[src/rtl/door_sec_pkg.sv]
// Shared door-security datapath definitions: command encodings and digit width.
package door_sec_pkg;

  localparam int unsigned DEF_DIGIT_W = 4;
  localparam int unsigned CMD_W       = 3;

  typedef enum logic [CMD_W-1:0] {
    CMD_NOP       = 3'd0,
    CMD_LOAD_A    = 3'd1,
    CMD_LOAD_B    = 3'd2,
    CMD_SHIFT_IN  = 3'd3,
    CMD_BACKSPACE = 3'd4,
    CMD_CLEAR     = 3'd5
  } cmd_e;

endpackage

[src/rtl/digit_entry_register.sv]
// Multi-digit keypad entry register: whole loads, shift-in, backspace, clear,
// digit count tracking and rejection pulse for illegal commands.
module digit_entry_register
  import door_sec_pkg::*;
#(
  parameter int unsigned DIGITS    = 4,
  parameter int unsigned DIGIT_W   = DEF_DIGIT_W,
  parameter int unsigned MAX_DIGIT = 9
) (
  input  logic                             clk,
  input  logic                             reset,
  input  logic                             cmd_valid,
  input  logic [2:0]                       cmd,
  input  logic [DIGIT_W-1:0]               key_digit,
  input  logic [DIGITS*DIGIT_W-1:0]        src_a,
  input  logic [DIGITS*DIGIT_W-1:0]        src_b,
  output logic [DIGITS*DIGIT_W-1:0]        result,
  output logic [$clog2(DIGITS+1)-1:0]      count,
  output logic                             empty,
  output logic                             full,
  output logic                             err
);

  localparam int unsigned BUS_W = DIGITS * DIGIT_W;
  localparam int unsigned CNT_W = $clog2(DIGITS + 1);
  localparam logic [DIGIT_W-1:0] MAX_KEY  = DIGIT_W'(MAX_DIGIT);
  localparam logic [CNT_W-1:0]   CNT_FULL = CNT_W'(DIGITS);

  cmd_e             cmd_sel;
  logic             cmd_ok;
  logic [BUS_W-1:0] shift_val;
  logic [BUS_W-1:0] bksp_val;
  logic [BUS_W-1:0] result_nxt;
  logic [CNT_W-1:0] count_nxt;

  assign cmd_sel = cmd_e'(cmd);

  // Shift network: shift-in moves digits up with the key entering at digit 0,
  // backspace moves digits down with zero entering at the top.
  for (genvar i = 0; i < DIGITS; i++) begin : g_shift
    if (i == 0) begin : g_low
      assign shift_val[DIGIT_W-1:0] = key_digit;
    end else begin : g_up
      assign shift_val[i*DIGIT_W +: DIGIT_W] = result[(i-1)*DIGIT_W +: DIGIT_W];
    end
    if (i == DIGITS - 1) begin : g_top
      assign bksp_val[i*DIGIT_W +: DIGIT_W] = '0;
    end else begin : g_down
      assign bksp_val[i*DIGIT_W +: DIGIT_W] = result[(i+1)*DIGIT_W +: DIGIT_W];
    end
  end

  // Accept/reject decision shared by the datapath enable and the err register.
  always_comb begin
    cmd_ok = 1'b0;
    case (cmd_sel)
      CMD_NOP, CMD_LOAD_A, CMD_LOAD_B, CMD_CLEAR: cmd_ok = 1'b1;
      CMD_SHIFT_IN:  cmd_ok = !full && (key_digit <= MAX_KEY);
      CMD_BACKSPACE: cmd_ok = !empty;
      default:       cmd_ok = 1'b0;
    endcase
  end

  // Next digits and count for an accepted valid command; hold otherwise.
  always_comb begin
    result_nxt = result;
    count_nxt  = count;
    if (cmd_valid && cmd_ok) begin
      case (cmd_sel)
        CMD_LOAD_A: begin
          result_nxt = src_a;
          count_nxt  = CNT_FULL;
        end
        CMD_LOAD_B: begin
          result_nxt = src_b;
          count_nxt  = CNT_FULL;
        end
        CMD_SHIFT_IN: begin
          result_nxt = shift_val;
          count_nxt  = count + CNT_W'(1);
        end
        CMD_BACKSPACE: begin
          result_nxt = bksp_val;
          count_nxt  = count - CNT_W'(1);
        end
        CMD_CLEAR: begin
          result_nxt = '0;
          count_nxt  = '0;
        end
        default: begin
          result_nxt = result;
          count_nxt  = count;
        end
      endcase
    end
  end

  // State and flag registers; flags derive from the next count so they track it.
  always_ff @(posedge clk) begin
    if (reset) begin
      result <= '0;
      count  <= '0;
      empty  <= 1'b1;
      full   <= 1'b0;
      err    <= 1'b0;
    end else begin
      result <= result_nxt;
      count  <= count_nxt;
      empty  <= (count_nxt == '0);
      full   <= (count_nxt == CNT_FULL);
      err    <= cmd_valid && !cmd_ok;
    end
  end

endmodule

[config.mk]
export PLATFORM = sky130hd
export DESIGN_NAME = digit_entry_register
export DESIGN_NICKNAME = d
export VERILOG_FILES = /design/src/rtl/door_sec_pkg.sv /design/src/rtl/digit_entry_register.sv
export SDC_FILE = /design/constraint.sdc
export NUM_CORES = 1
export LEC_CHECK = 0
export BUFFER_PORTS_ARGS = -buffer_cell sky130_fd_sc_hd__buf_2
export CORE_MARGIN = 8
export CORE_UTILIZATION = 40
export DETAILED_ROUTE_END_ITERATION = 8
export GPL_TIMING_DRIVEN = 0
export PLACE_DENSITY = 0.77
export SYNTH_ARGS = -nofsm -noshare
export SYNTH_HDL_FRONTEND = slang
export SYNTH_SLANG_ARGS = --single-unit
[constraint.sdc]
create_clock -name clk -period 2.6 [get_ports clk]
set_input_delay 0.13 -clock clk [delete_from_list [all_inputs] [get_ports clk]]
set_output_delay 0.13 -clock clk [all_outputs]
set_load 0.05 [all_outputs]
==> metrics.md, run 1 <==
| Metric | Value |
|---|---|
| CP max stage delay | 0.38 ns |
| Postcts setup bufs | 0 |
| Commonest cells after routing, fill and taps aside | buf_2 (71), inv_1 (29), dfxtp_1 (22) |
| YS warnings | 0 |
| WS Path Type | input pin to flip-flop |
| Vias in the first global route | 1847 |
| Synth Register Bits | 22 |
| Final worst path period need | 2.08 ns |
| EDFF count, synth | 0 |
| Post-CTS Resized | 0 |
| Slew margin rel. | 0.533 |
| Register Area | 440 µm² |
| Max-slew violations | 0 |
| Maxcap violations | 0 |
| Final cell count without fillers | 311 |
| Outcome | complete, no violations |
| Final Cycle Share | 0.801 |
| Sequential element share of the synthesized area | 0.261 |
| Cell breakdown of the critical path | buf_2 -> nand2b_1 -> buf_2 -> buf_2 -> nor2_1 -> fa_1 -> xnor2_1 -> nor3b_1 -> o211ai_2 -> a41o_1 |
| H-tree depth | 1 |
| Ys flop type | dfxtp_1 |
| Placed cells | 307 |
| Residual DRC | 0 |
| Number of buffers added on ports | 62 |
| Layout Nets | 305 |
| Routed len/inst | 18.7 µm |
| Hold WC Path Type | input pin to flip-flop |
| Final Setup Violations | 0 |
| Final ANT Viol Nets | 0 |
| Multi-input gate area in the final layout | 1020 µm² |
| Max Fclk | 480 MHz |
| GRT overflow | 0 |
| Post-Synthesis Net Count | 238 |
| Worst-Skew Late Latency | 0.27 ns |
| Vias post-DR | 1927 |
| Dpl hpwl | 4.23 mm |
| Starting density of the core | 0.418 |
| Fraction of registers with async set/reset | 0 |
| Critical Path Sink Type | flip-flop |
| Cts hold-fix bufs | 0 |
| First-pass GRT wire length | 9.02 mm |
| CTS tree | yes |
| Most used cell, CP | buf_2 |
| Crit start category | input pin |
| Synth unique cells | 48 |
| Synthesis-to-layout area growth | 26.4% |
| Max FO, Critical Path | 10 |
| Maximum VDD drop | 0.237 mV |
| GP Congestion | 0.876 |
| Unrepaired setup endpoints after global routing | no |
| Layout cells sized above 1 | 0.414 |
| Critical path's slowest cell | fa_1 |
| Reg2reg setup slack | 0.73 ns |
| Clock skew | 0.000860 ns |
| Full die area | 6550 µm² |
| IO Pins | 64 |
| Avg Inst Size Synth | 8.64 µm² |
| Drt initial violations | 247 |
| Pin count of the biggest net entering global routing | 14 |
| Final Hold Viols | 0 |
| Fillers | 405 |
| Drt total wl | 5.82 mm |
| Vias per cell | 6.20 |
| Commonest non-fill, non-tap cell in the layout | buf_2 |
| Cell Pwr Density | 515 nW/µm² |
| Drt first pass iters | 6 |
| Mapped cell area | 1690 µm² |
| Root Buffer | clkbuf_8 |
| CTS Sinks | 22 |
| Leak | 0.921 nW |
| Worst Path Arrival | 2.25 ns |
| Diodes inserted | 0 |
| CTS clk-pin slew, worst paths | 0.09 ns |
| Crit path required time | 2.77 ns |
| Die height | 80.9 µm |
| Worst Tran Pin Value | 0.700 ns |
| Site Rows | 23 |
| Gate Count Post-Synth | 195 |
| Setup_tns | 0 ns |
| GRT Resource Usage Total | 0.172 |
| CTS buffer count | 3 |
| Core box area | 4030 µm² |
| Initial antenna violation count | 0 |
| Longest Clk Path Bufs | 2 |
| Die Wd | 80.9 µm |
-- cells in the mapped netlist (2+ instances only) --
cell type / instances / share of area
o21ai_0: 3 / 0.0089
o22ai_1: 16 / 0.059
nor3b_1: 2 / 0.0089
inv_1: 29 / 0.065
mux2i_1: 4 / 0.024
buf_2: 9 / 0.027
a21oi_2: 5 / 0.026
a222oi_1: 12 / 0.071
a211oi_1: 2 / 0.0089
clkbuf_1: 4 / 0.0089
dfxtp_1: 22 / 0.26
or2_2: 3 / 0.011
a22o_1: 12 / 0.062
nor2_1: 2 / 0.0045
nor3_1: 9 / 0.027
buf_6: 2 / 0.013
buf_4: 2 / 0.0089
a211oi_2: 11 / 0.082
nand2b_1: 3 / 0.011
nand3_1: 2 / 0.0059
a21oi_1: 14 / 0.042
-- final timing paths --
check,startpoint,endpoint,cells past startpoint
min,reset,err,2
min reg2reg,result[14],result[14],2
max,cmd[1],empty,10
max reg2reg,count[0],empty,5
-- layer usage --
layer / up-vias / wire [µm] / share of wire / track usage
li1: 881 / - / - / -
met1: 895 / 2360 / 0.40 / 0.224
met2: 142 / 2720 / 0.47 / 0.264
met3: 9 / 703 / 0.12 / 0.0442
met4: 0 / 44 / 0.0076 / 0.0679
met5: - / 0 / 0 / 0
-- metrics by stage --
| stage | utilization | instance area (µm²) | worst slack (ns) | hold WS (ns) | total power [mW] |
|---|---|---|---|---|---|
| after global placement | 0.511 | 2060 | 0.355 | 0.356 | 0.761 |
| after detailed placement | 0.511 | 2060 | 0.329 | 0.356 | 0.766 |
| after global routing | 0.529 | 2130 | 0.350 | 0.0802 | 1.14 |
| final | 0.529 | 2130 | 0.516 | 0.0705 | 1.10 |
| after CTS | 0.529 | 2130 | 0.566 | 0.0774 | 1.09 |
| after floorplan | - | 1690 | 0.729 | 0.206 | 0.657 |
-- state kept, by name, summed over array words and instances (netlist names) --
name	flops
full	1
empty	1
result	16
err	1
count	3
-- cells by family after synthesis --
logic type / synth area share
AOI/OAI and AO/OA: 0.448
adders and majority gates: 0.0119
xor gates and xnor gates: 0.0104
DFF: 0.261
buffers and inverters: 0.134
and+or+nand+nor: 0.110
muxes: 0.0238
-- where the power goes --
| group | switching [mW] | internal (mW) | leakage, nW |
|---|---|---|---|
| combinational | 0.244 | 0.136 | 0.705 |
| clock | 0.126 | 0.206 | 0.0357 |
| sequential | 0.0244 | 0.360 | 0.180 |
| total | 0.395 | 0.702 | 0.921 |
-- layout make-up --
| class | instances | share of cell area |
|---|---|---|
| plain buffers | 19 | 0.0552 |
| clock buffers | 3 | 0.0194 |
| clock inverters | 1 | 0.0141 |
| inverters | 29 | 0.0511 |
| multi-input cells | 125 | 0.478 |
| flip-flops and latches | 22 | 0.207 |
| well taps | 50 | 0.0294 |
| repair buffers | 62 | 0.146 |
-- critical path, delay by kind of cell --
family | cells | cell delay [ns]
buf+inv | 3 | 0.60
simple gates | 3 | 0.49
compound gates | 2 | 0.40
fa+ha+maj | 1 | 0.38
xor+xnor | 1 | 0.24
Power figures use the tool's default switching activity.
==> inputs of run 2 (changes only) <==
- clock period: 2.6 -> 2.1 ns (I/O delays scaled with it)
==> metrics.md, run 2 (synthesized netlist as in run 1, its figures left out) <==
| Metric | Value |
|---|---|
| Final ANT Viol Nets | 0 |
| Min Hold Slack | 0.0485 ns |
| Die Wd | 80.9 µm |
| Final Setup Violations | 0 |
| Final Hold Viols | 0 |
| Post-CTS Resized | 0 |
| Vias in the first global route | 1847 |
| Final Util | 0.530 |
| Area post-placement | 2060 µm² |
| Placed cells | 307 |
| Hold WC Path Type | input pin to flip-flop |
| Crit path required time | 2.27 ns |
| H-tree depth | 1 |
| Critical Path Sink Type | flip-flop |
| Number of buffers added on ports | 62 |
| Residual DRC | 0 |
| Dpl hpwl | 4.23 mm |
| GP Congestion | 0.876 |
| Worst-Skew Late Latency | 0.27 ns |
| Critical path's slowest cell | fa_1 |
| Worst Path Arrival | 2.14 ns |
| Maximum VDD drop | 0.295 mV |
| CTS clk-pin slew, worst paths | 0.08 ns |
| Final cell count without fillers | 311 |
| Reg2reg path depth | 5 |
| Slew margin rel. | 0.520 |
| Initial antenna violation count | 0 |
| CP max stage delay | 0.39 ns |
| Most flop-heavy register | result |
| CTS Sinks | 22 |
| Setup_tns | 0 ns |
| Cell breakdown of the critical path | buf_2 -> nand2b_1 -> buf_2 -> clkbuf_4 -> nor2_1 -> fa_1 -> xnor2_1 -> nor3b_2 -> o211ai_2 -> a41o_1 |
| Drt initial violations | 290 |
| Final Cycle Share | 0.941 |
| Diodes inserted | 0 |
| Routed len/inst | 19.0 µm |
| Root Buffer | clkbuf_8 |
| Full die area | 6550 µm² |
| Longest Clk Path Bufs | 2 |
| IO Pins | 64 |
| Layout cells sized above 1 | 0.418 |
| Max FO, Critical Path | 10 |
| Outcome | complete, no violations |
| Synthesis-to-layout area growth | 26.8% |
| Crit start category | input pin |
| Final worst path period need | 1.98 ns |
| Site Rows | 23 |
| Fillers | 405 |
| Commonest non-fill, non-tap cell in the layout | buf_2 |
| Cts hold-fix bufs | 0 |
| First-pass GRT wire length | 9.02 mm |
| CTS buffer count | 3 |
| Pin count of the biggest net entering global routing | 14 |
| Vias post-DR | 1956 |
| Max Fclk | 506 MHz |
| Postcts setup bufs | 0 |
| Max-slew violations | 0 |
| Largest regs | result (16), count (3) |
| Drt total wl | 5.91 mm |
| Layout Nets | 305 |
| Drt first pass iters | 7 |
| Worst Tran Pin Value | 0.721 ns |
| Cell Pwr Density | 636 nW/µm² |
| GRT Resource Usage Total | 0.172 |
| Clock skew | 0.00351 ns |
| Unrepaired setup endpoints after global routing | no |
| Vias per cell | 6.29 |
| Maxcap violations | 0 |
| Starting density of the core | 0.418 |
| Die height | 80.9 µm |
| CTS tree | yes |
| Final Cell Area | 2140 µm² |
| Leak | 0.925 nW |
| Max reg flops | 16 |
| Hold Crit Depth | 2 |
| Commonest cells after routing, fill and taps aside | buf_2 (70), inv_1 (29), dfxtp_1 (22) |
| WS Path Type | input pin to flip-flop |
| GRT overflow | 0 |
| Core box area | 4030 µm² |
| Most used cell, CP | buf_2 |
[run 2: cell types whose count changed in the layout (fill, tap and decap cells not counted), sizes merged]
cell    delta
buf        -1
clkbuf     +1
[run 2: metal layers]
layer	part of all wire	GRT usage
met1	0.41	0.224
met5	0	0
met4	0.0058	0.0679
met2	0.48	0.264
met3	0.10	0.0442
[run 2: critical path: cells and delay by family]
kind / cells / cell delay, ns
buffers and inverters: 3 / 0.60
and+or+nand+nor: 3 / 0.41
adders and majority gates: 1 / 0.39
AOI/OAI and AO/OA: 2 / 0.38
xor gates and xnor gates: 1 / 0.26
[run 2: path summary, 6_finish.rpt]
check / startpoint / end / slack [ns]
hold reg to reg: result[14] / result[14] / 0.54
setup reg to reg: count[0] / empty / 0.30
setup / recovery: cmd[1] / empty / 0.12
hold / removal: reset / err / 0.05
[run 2: power by group]
part	switching, mW	internal (mW)	leakage, nW	total [mW]
clock	0.156	0.255	0.0357	0.411
sequential	0.0305	0.446	0.180	0.476
combinational	0.304	0.169	0.709	0.473
total	0.490	0.870	0.925	1.36
[run 2: metrics by stage]
| stage | setup WS (ns) | total power [mW] |
|---|---|---|
| 6_report | 0.123 | 1.36 |
| 5_1_grt | 0.0163 | 1.41 |
| 4_1_cts | 0.0906 | 1.35 |
| 3_5_place_dp | -0.146 | 0.948 |
| 3_3_place_gp | -0.120 | 0.942 |
| 2_1_floorplan | 0.229 | 0.814 |
[run 2: area by class of cell]
type	instances	area, µm²	share of cell area
clock buffers	3	41.3	0.0193
plain buffers	19	120	0.0562
clock inverters	1	30.0	0.0141
well taps	50	62.6	0.0293
inverters	29	109	0.0509
repair buffers	62	310	0.145
flip-flops and latches	22	440	0.206
multi-input cells	125	1020	0.479
